### config.mk
export PLATFORM = sky130hd
export DESIGN_NAME = instr_word_encoder
export DESIGN_NICKNAME = d
export VERILOG_FILES = /design/src/rtl/instr_word_encoder.sv
export SDC_FILE = /design/constraint.sdc
export NUM_CORES = 1
export LEC_CHECK = 0
export CAP_MARGIN = 20
export CORE_UTILIZATION = 50
export DETAILED_ROUTE_END_ITERATION = 16
export PLACE_DENSITY_LB_ADDON = 0.08
export SLEW_MARGIN = 40
export SYNTH_ARGS = -nofsm -noshare
export SYNTH_HDL_FRONTEND = slang
export SYNTH_SLANG_ARGS = --single-unit
### constraint.sdc
create_clock -name clk -period 8 [get_ports clk]
set_input_delay 0.8 -clock clk [delete_from_list [all_inputs] [get_ports clk]]
set_output_delay 0.8 -clock clk [all_outputs]
set_load 0.02 [all_outputs]
### src/rtl/instr_word_encoder.sv
// instr_word_encoder
//
// Packs decoded instruction fields and a 64-bit sign-extended immediate back
// into a 32-bit RISC-V instruction word (inverse of the immediate generator),
// buffers up to two encoded words in a FIFO and tags each with a sequential
// word address.
//
// Optional feature macro: ENC_RANGE_CHECK_EN
//   defined   -> I/S/SB requests whose immediate does not fit in 12 signed
//                bits are flagged (out_err=1, err_count increments); the word
//                still carries the truncated imm[11:0].
//   undefined -> truncation is silent; only format 2'b10 is flagged.
//
// Ports:
//   clk, rst_n        clock (rising edge), asynchronous active-low reset
//   clear             synchronous flush of the FIFO and address counter
//   in_valid/in_ready request handshake
//   in_opcode, in_rd, in_rs1, in_rs2, in_funct3, in_funct7, in_imm
//                     decoded instruction fields
//   out_valid/out_ready  head-word handshake
//   out_instr, out_addr, out_err  FIFO head: word, address tag, error flag
//   err_count         saturating count of flagged words accepted

module instr_word_encoder #(
    parameter int ADDR_W    = 8,
    parameter int BASE_ADDR = 0
) (
    input  logic              clk,
    input  logic              rst_n,
    input  logic              clear,
    input  logic              in_valid,
    output logic              in_ready,
    input  logic [6:0]        in_opcode,
    input  logic [4:0]        in_rd,
    input  logic [4:0]        in_rs1,
    input  logic [4:0]        in_rs2,
    input  logic [2:0]        in_funct3,
    input  logic [6:0]        in_funct7,
    input  logic [63:0]       in_imm,
    output logic              out_valid,
    input  logic              out_ready,
    output logic [31:0]       out_instr,
    output logic [ADDR_W-1:0] out_addr,
    output logic              out_err,
    output logic [7:0]        err_count
);

    // FIFO entry layout: {err, addr, instr}
    localparam int                ENTRY_W  = 33 + ADDR_W;
    localparam logic [ADDR_W-1:0] BASE     = ADDR_W'(BASE_ADDR);
    localparam logic [31:0]       NOP_WORD = 32'h0000_0013;

    logic [31:0] enc_instr;
    logic        enc_err;
    logic        imm_fmt;
    logic        range_bad;

    // Immediate fits in 12 signed bits only if bits 63:11 are all copies of
    // bit 11.
`ifdef ENC_RANGE_CHECK_EN
    assign range_bad = (in_imm[63:11] != {53{in_imm[11]}});
`else
    logic unused_imm_hi;
    assign unused_imm_hi = ^in_imm[63:12];
    assign range_bad     = 1'b0;
`endif

    always_comb begin
        enc_instr = NOP_WORD;
        enc_err   = 1'b0;
        imm_fmt   = 1'b0;
        unique case (in_opcode[6:5])
            2'b00: begin
                enc_instr = {in_imm[11:0], in_rs1, in_funct3, in_rd, in_opcode};
                imm_fmt   = 1'b1;
            end
            2'b01: begin
                if (in_opcode[4]) begin
                    enc_instr = {in_funct7, in_rs2, in_rs1, in_funct3, in_rd, in_opcode};
                end else begin
                    enc_instr = {in_imm[11:5], in_rs2, in_rs1, in_funct3,
                                 in_imm[4:0], in_opcode};
                    imm_fmt   = 1'b1;
                end
            end
            2'b11: begin
                // Branch: immediate is the halfword offset, not shifted.
                enc_instr = {in_imm[11], in_imm[9:4], in_rs2, in_rs1, in_funct3,
                             in_imm[3:0], in_imm[10], in_opcode};
                imm_fmt   = 1'b1;
            end
            default: begin
                enc_instr = NOP_WORD;
                enc_err   = 1'b1;
            end
        endcase
        if (imm_fmt && range_bad) begin
            enc_err = 1'b1;
        end
    end

    logic [ENTRY_W-1:0] mem_q [2];
    logic [ENTRY_W-1:0] mem_d [2];
    logic [1:0]         count_q, count_d;
    logic               wr_ptr_q, wr_ptr_d;
    logic               rd_ptr_q, rd_ptr_d;
    logic [ADDR_W-1:0]  addr_q, addr_d;
    logic [7:0]         err_cnt_q, err_cnt_d;
    logic               run_q, run_d;
    logic               push, pop;
    logic [ENTRY_W-1:0] head;

    // run_q holds in_ready low until the first edge after reset release.
    assign in_ready  = run_q && (count_q != 2'd2) && !clear;
    assign out_valid = (count_q != 2'd0);
    assign push      = in_valid && in_ready;
    assign pop       = out_valid && out_ready && !clear;

    assign head      = mem_q[rd_ptr_q];
    assign out_instr = out_valid ? head[31:0]           : 32'd0;
    assign out_addr  = out_valid ? head[ADDR_W+31:32]   : '0;
    assign out_err   = out_valid ? head[ENTRY_W-1]      : 1'b0;
    assign err_count = err_cnt_q;

    always_comb begin
        mem_d     = mem_q;
        count_d   = count_q;
        wr_ptr_d  = wr_ptr_q;
        rd_ptr_d  = rd_ptr_q;
        addr_d    = addr_q;
        err_cnt_d = err_cnt_q;
        run_d     = 1'b1;

        if (clear) begin
            count_d  = 2'd0;
            wr_ptr_d = 1'b0;
            rd_ptr_d = 1'b0;
            addr_d   = BASE;
        end else begin
            if (push) begin
                mem_d[wr_ptr_q] = {enc_err, addr_q, enc_instr};
                wr_ptr_d        = ~wr_ptr_q;
                addr_d          = addr_q + 1'b1;
            end
            if (pop) begin
                rd_ptr_d = ~rd_ptr_q;
            end
            if (push && !pop) begin
                count_d = count_q + 2'd1;
            end else if (!push && pop) begin
                count_d = count_q - 2'd1;
            end
        end

        // push is already blocked while clear is high.
        if (push && enc_err && (err_cnt_q != 8'hFF)) begin
            err_cnt_d = err_cnt_q + 8'd1;
        end
    end

    always_ff @(posedge clk or negedge rst_n) begin
        if (!rst_n) begin
            count_q   <= 2'd0;
            wr_ptr_q  <= 1'b0;
            rd_ptr_q  <= 1'b0;
            addr_q    <= BASE;
            err_cnt_q <= 8'd0;
            run_q     <= 1'b0;
        end else begin
            count_q   <= count_d;
            wr_ptr_q  <= wr_ptr_d;
            rd_ptr_q  <= rd_ptr_d;
            addr_q    <= addr_d;
            err_cnt_q <= err_cnt_d;
            run_q     <= run_d;
        end
    end

    // Storage carries no reset; outputs are masked by out_valid.
    always_ff @(posedge clk) begin
        mem_q <= mem_d;
    end

endmodule

==> impl_summary.md, run 1 <==
CTS
The H-tree depth reported by CTS is 3. The tree is rooted in a sky130_fd_sc_hd__clkbuf_8. The clock buffer count from CTS is 9.

The post-CTS setup-driven buffer insertion count is 0. The later pin in the worst-skew pair is clocked with a latency of 0.34 ns. The number of cells upsized or downsized after cts is 0. The CTS clock-pin slew for the worst setup and hold paths is 0.09 ns. The number of clock sinks seen by CTS is 103. The number of hold buffers added after CTS is 0.

TritonCTS built the clock tree. The clock passes through at most 2 buffers.

Power
The cell leakage power is 2.106 nW. The total power is 1.182 mW. Across the VDD grid, the largest voltage drop is 0.0001274 V. The power density normalized to cell area is 199.0 nW/um^2.

Synthesis
Counting every net in the synthesized netlist gives 439. The count of cell types in the netlist is 41. In this run, synthesis produced a sequential element count of 103. After synthesis the cells add up to 4596 um^2. The sequential cell area fraction in the yosys report is 65.01%.

The cell count after synthesis came out at 336. The mean instance size in the synthesized netlist is 13.68 um^2. The count of synthesis-stage warnings from yosys is 0.

STA
Setup repair after global routing left no endpoint under its margin. Dividing the final minimum period by the clock period gives 41.61%. After layout, the worst setup slack is 4.671 ns. For this run, the top clock speed supported by timing is 300.4 MHz. The worst-case hold slack is 0.3951 ns.

The final critical delay including setup and external delays is 3.329 ns. The normalized max-slew margin is 44.48%. The number of setup violations in the final report is 0.

The final-report max-slew violation count is 0. The maximum clock skew at final layout is 0.007788 ns. For the pin with the worst max-slew slack, the measured transition is 0.8302 ns. The setup total negative slack is 0 ns. The final count of hold timing violations is 0.

Floorplan
The height of the die is 97.87 um. The number of I/O pins is 152. The initialized floorplan defines 34 standard-cell rows. The initial utilization of the core area, before any placement, comes to 52.19%. The total area inside the core boundary comes to 8806 um^2. The area of the die is 9579 um^2. The floorplan step set the die width to 97.87 um.

Setup path
In this run the number of cells on the critical path is 4. The capturing element type of the critical path is an output pin. Among the stages of the critical path, the cell type that occurs most often is sky130_fd_sc_hd__clkdlybuf4s50_1. The number of cells on the worst reg-to-reg path is 4.

At the worst endpoint, the required time is 7.20 ns. The kind of start point of the critical path is an input port. The critical path starts at clear. The worst register-to-register path begins at count_q[0]. The stage delay of the slowest cell on the critical path is 0.63 ns. The critical register-to-register path endpoint is mem_q[67]. Walking the worst path, the cells encountered are clkdlybuf4s50_1, nand2b_1, nor2_1, clkdlybuf4s50_1. The critical path is of the in -> out type.

The dominant delay contributor by cell family on the critical path is buffers and inverters. The critical path buffer and inverter count is 2. The slowest stage cell on the critical path is sky130_fd_sc_hd__clkdlybuf4s50_1. The largest driver fanout on the critical path is 13. The setup slack of the worst register-to-register path is 6.03 ns.

Data arrives at the worst endpoint at 2.53 ns.

Routing
In the routed layout, each cell is associated on average with a via count of 5.406. Summing over every cut layer, the via total after detailed routing is 2,957. The final routed wirelength across all metal layers is 9032 um.

In the final routed layout, each cell accounts on average for 16.51 um. The total iterations of the first detailed-routing run is 11. The count of nets left with antenna violations once routing finished came out at 0. The number of violations reported at the end of detailed-routing iteration 0 is 133. In the routed design, unresolved DRC markers number 7.

Hold path
In this run the worst hold path is classified as in -> async.

Run status
The final reports fail on DRC. The flow ran to the end, but the final reports show violations.

Run
Across the run, the number of max-cap violations was 0.

Place
The count of buffers from port buffering is 99. The standard cell area after detailed placement is 5727 um^2. The HPWL after detailed placement is 5982 um. The worst setup slack before clock tree synthesis is 4.664 ns.

At the end of routability-driven placement, the weighted congestion stood at 0.8395. The number of placed instances, taps included is 531.

Finish
The area overhead of the layout relative to synthesis is 29.24%. The final core utilization is 67.45%. 0 antenna diodes ended up in the layout. For this run, the post-layout net count is 537. The final instance count without filler cells is 547. After filler insertion, the fill cell instance count of the layout stands at 660. The fraction of final layout cells sized beyond drive strength 1 is 7.745%.

Once layout is done, the placed cells without fillers occupy 5939 um^2.

Global routing
The number of global-route vias before repair is 3,039. After global routing the overflow that remains totals 0. The overall track demand over capacity in global routing is 19.83%. The pin count of the biggest net entering global routing is 43.

The first global-routing pass estimated 14,790 um of wire. The number of antenna violations at the first check in global routing is 0.
[metal layers]
layer,up-vias,GRT usage (%),part of all wire (%)
li1,1433,-,-
met3,10,3.794,4.3
met2,71,34.02,50
met1,1443,25.16,44
met4,0,7.110,1.6
met5,-,0,0
[worst max path at each step]
stage	slack [ns]	end
after CTS	4.66	in_ready
final	4.67	in_ready
after global routing	4.59	in_ready
after detailed placement	4.66	in_ready
after global placement	4.57	mem_q[23]
after floorplan	4.54	mem_q[41]
[worst register-to-register path, delay by kind of cell (launching register included)]
family                 cells  cell delay, ns
flip-flops                 1            0.50
buffers and inverters      1            0.49
AND/OR/NAND/NOR            3            0.62
[power breakdown]
| part | internal, mW | switching, mW | total [mW] |
|---|---|---|---|
| sequential | 0.599 | 0.0145 | 0.613 |
| clock | 0.175 | 0.168 | 0.344 |
| combinational | 0.109 | 0.116 | 0.225 |
| total | 0.883 | 0.299 | 1.18 |
[cell usage in the layout, fill, tap and decap left out, drive strengths merged, types with 2 or more instances in the layout]
| cell type | n |
|---|---|
| nand2b | 9 |
| mux2 | 2 |
| dfrtp | 21 |
| nor3 | 2 |
| clkbuf | 10 |
| o21ai | 4 |
| nand4 | 2 |
| clkinvlp | 2 |
| xnor2 | 3 |
| clkinv | 2 |
| nor2b | 2 |
| inv | 4 |
| a21oi | 5 |
| bufinv | 2 |
| edfxtp | 82 |
| nand2 | 11 |
| buf | 5 |
| ha | 2 |
| and4 | 2 |
| xor2 | 6 |
| nor2 | 55 |
| a2111oi | 2 |
| clkdlybuf4s50 | 98 |
| nand3 | 4 |
| and3 | 5 |
| mux2i | 44 |
| a22o | 28 |
| and2 | 13 |
[flip-flops by register name, indices dropped and copies added (netlist names)]
| name | cells |
|---|---|
| mem_q | 82 |
| addr_q | 8 |
| err_count | 8 |
| count_q | 2 |
| rd_ptr_q | 1 |
| run_q | 1 |
| wr_ptr_q | 1 |
[kinds of logic (layout without fill, tap and decap cells)]
logic type / after synthesis / count (layout) / share of synthesized area [%]
mux: 46 / 46 / 10.07
xor+xnor: 9 / 9 / 1.715
simple gates: 110 / 110 / 12.25
fa+ha+maj: 2 / 2 / 0.5444
flops: 103 / 103 / 65.01
other cells: 1 / 1 / 0.08160
compound gates: 45 / 45 / 8.549
buf+inv: 20 / 123 / 1.769
[Yosys cell counts (all sizes together)]
library cell / count / area (um^2)
a22o: 28 / 245.2
nand4b: 1 / 23.77
nor2: 55 / 209.0
o21ai: 4 / 20.02
dfrtp: 21 / 525.5
and2b: 1 / 7.510
nor4: 1 / 6.260
ha: 2 / 25.02
edfxtp: 82 / 2462
a41oi: 1 / 8.760
clkbuf: 11 / 41.29
xnor2: 3 / 26.28
a21o: 1 / 7.510
nor3: 2 / 10.01
nand4: 2 / 12.51
nor2b: 2 / 12.51
or4: 1 / 11.26
and3: 5 / 36.28
a211oi: 1 / 7.510
mux2: 2 / 22.52
xor2: 6 / 52.55
nand2b: 9 / 66.31
nand3b: 1 / 7.510
mux2i: 44 / 440.4
nand3: 4 / 20.02
a211o: 1 / 8.760
and4: 2 / 17.52
conb: 1 / 3.750
and2: 13 / 81.33
a2111oi: 2 / 55.05
buf: 5 / 25.02
a21oi: 5 / 25.02
nand2: 11 / 41.29
a31oi: 1 / 6.260
inv: 4 / 15.01
a31o: 1 / 8.760
[area by class of cell]
cell class                 instances  area, um^2  area share (%)
clock buffer                      10       127.6           2.149
clock inverter                     6       85.08           1.432
inverter                           4       15.01          0.2528
multi-input combinational        213        1544           26.00
sequential                       103        2989           50.33
tap                              108       135.1           2.275
timing repair buffer             103        1044           17.57
No activity file was read; power rests on OpenSTA's default activity.
==> run 2, diff against run 1 <==
Settings changed: CORE_UTILIZATION 50 to 42.
Clock period 8 ns to 3 ns, I/O delays scaled along.
==> impl_summary.md, run 2 (synthesis gave the netlist of run 1 again) <==
Run status
The run finished with clean final reports.

Routing
The number of violations reported at the end of detailed-routing iteration 0 is 109. The routed via count is 2,985. The total DRC errors in the routed layout is 0. The number of nets with antenna violations after routing is 0.

The final routed wirelength across all metal layers is 9373 um. The via density per instance is 5.138. The total iterations of the first detailed-routing run is 4. In the final routed layout, each cell accounts on average for 16.13 um.

CTS
The number of hold buffers added after CTS is 1. Clock-pin slew was measured on the worst setup and hold paths at 0.09 ns. Once the clock tree was built, the setup fixing pass inserted 0 buffers. The number of cells upsized or downsized after cts is 0. The worst-case clock buffer depth is 2. The H-tree depth reported by CTS is 3. Counting every sink on the clock net gives 103. TritonCTS created 9 clock buffers. The TritonCTS clock tree is yes. The clock insertion delay at the later pin of the skew report is 0.35 ns.

The tree is rooted in a sky130_fd_sc_hd__clkbuf_8.

Global routing
In the global route stage, overall resource usage came out at 17.40%. The number of global-route vias before repair is 3,056. The number of antenna violations at the first check in global routing is 0.

The wire length of the first global-routing pass is 15,210 um. Entering global routing, the biggest net connects 37 pins. For this run the aggregate overflow at the end of global routing stands at 0.

Setup path
For the worst setup path, the data arrival time is 2.24 ns. Walking the worst path, the cells encountered are nor2_4, buf_4, nor2_1, clkdlybuf4s50_1. The worst setup path is launched from a flip-flop. Along the worst path, the maximum fanout reaches 20.

The setup slack of the worst register-to-register path is 1.03 ns. At the worst endpoint, the required time is 2.70 ns. The kind of critical path is reg -> out. The slowest stage of the critical path belongs to the cell sky130_fd_sc_hd__clkdlybuf4s50_1. The largest single stage delay on the critical path is 0.54 ns. The capturing element type of the critical path is an output pin.

Floorplan
The area of the die is 11,360 um^2. The height of the die is 106.6 um. The total area inside the core boundary comes to 10,460 um^2. For this configuration, the core starts out at a cell density of 43.92%. The row count is 37.

152 I/O pins were placed. The die is 106.6 um wide.

Power
Combinational cells account for 18.4% of the total power. In this run switching power makes up 24.52% of total power. The internal power consumption is 2.433 mW. The net switching power is 0.7903 mW. The peak supply drop is 0.0002921 V. The power density normalized to cell area is 533.0 nW/um^2. The clock network is responsible for 30.7% of the overall power. The total power is 3.223 mW. The share of power burned in registers is 50.9%. The cell leakage power is 2.144 nW.

Finish
The fraction of final layout cells sized beyond drive strength 1 is 8.764%. After filler insertion, the fill cell instance count of the layout stands at 898. The most frequent standard cell in the layout excluding fill and tap cells is sky130_fd_sc_hd__clkdlybuf4s50_1. The library cells used most frequently in the layout, excluding fill and tap cells, are sky130_fd_sc_hd__clkdlybuf4s50_1 (98), sky130_fd_sc_hd__edfxtp_1 (82), sky130_fd_sc_hd__nor2_1 (52). Compared with the post-synthesis result, the final layout area differs by 31.58%. The final instance count without filler cells is 581. For this run, the share of the core covered by cells in the final layout is 57.80%. The number of flip-flops in the largest register is 82. Counting flops per register, the top entry is mem_q. The post-route cell area is 6047 um^2. The post-layout net count is 544.

The repair_antennas step left the layout with diodes totalling 0.

STA
The normalized max-slew margin is 61.39%. The final critical delay including setup and external delays is 2.536 ns. The final critical path takes up 84.52% of the cycle. Setup violations remaining at the end of the flow were counted as 0. On the final layout, the worst clock skew is 0.01147 ns. The final count of hold timing violations is 0. Setup total negative slack on the finished layout was measured at 0 ns.

The maximum clock frequency is 394.4 MHz. Setup repair after global routing left no endpoint under its margin. The final-report max-slew violation count is 0. The transition time of the tightest slew-check pin is 0.5777 ns.

Place
The global placer's final weighted congestion is 0.7679. The standard cell area after detailed placement is 5803 um^2. The number of placed instances, taps included, is 565. The count of buffers from port buffering is 99. The HPWL after detailed placement is 6285 um.

Run
Max-cap violations in this run came to 0.

Hold path
The path type of the worst min-delay path is in -> async.
run 2: cell types whose count changed in the layout (fill, tap and decap cells not counted), sizes merged:
cell / previous run / this run
clkinvlp: 2 / 1
bufinv: 2 / 3
buf: 5 / 11
dlygate4sd3: 0 / 1
clkbuf: 10 / 9
run 2: metrics by stage:
| step | setup slack (ns) | hold WS (ns) |
|---|---|---|
| finish | 0.4645 | 0.4411 |
| global route | 0.3052 | 0.4827 |
| floorplan | 0.02323 | 0.004409 |
| CTS | 0.3949 | 0.4438 |
| global placement | 0.7666 | 0.4787 |
| detailed placement | 0.7553 | 0.2999 |
run 2: final timing paths:
check                             start            end  depth (start not counted)
min reg2reg                err_count[5]   err_count[5]                          1
min                               rst_n   err_count[0]                          2
max reg2reg                err_count[0]   err_count[4]                          5
max                          count_q[0]  out_instr[13]                          4
max in group asynchronous         rst_n       rd_ptr_q                          2
min in group clk           err_count[5]   err_count[5]                          1
run 2: critical path, delay by kind of cell, from the launching register on:
kind	cells	cell delay [ns]
and+or+nand+nor	2	0.58
buffers and inverters	2	0.84
DFF	1	0.47
run 2: cell type report:
type	count	area, um^2	share of cell area, %
flip-flops and latches	103	2989	49.43
multi-input cells	213	1543	25.51
repair buffers	110	1096	18.13
well taps	136	170.2	2.814
clock buffers	9	123.9	2.048
clock inverters	6	110.1	1.821
inverters	4	15.01	0.2483
run 2: routing by layer:
metal | routed length, um | vias up | global-route usage [%]
met2 | 4731 | 61 | 30.18
met1 | 4246 | 1466 | 22.24
met5 | 0 | - | 0
met4 | 99 | 0 | 5.871
li1 | - | 1449 | -
met3 | 295 | 9 | 2.675
run 2: power groups by stage:
stage / Combinational, mW / Sequential (mW) / Clock [mW]
3_5_place_dp: 0.597 / 1.67 / 0
5_1_grt: 0.643 / 1.65 / 1.07
4_1_cts: 0.601 / 1.64 / 1.02
2_1_floorplan: 0.304 / 1.68 / 0
3_3_place_gp: 0.596 / 1.67 / 0
6_report: 0.593 / 1.64 / 0.990
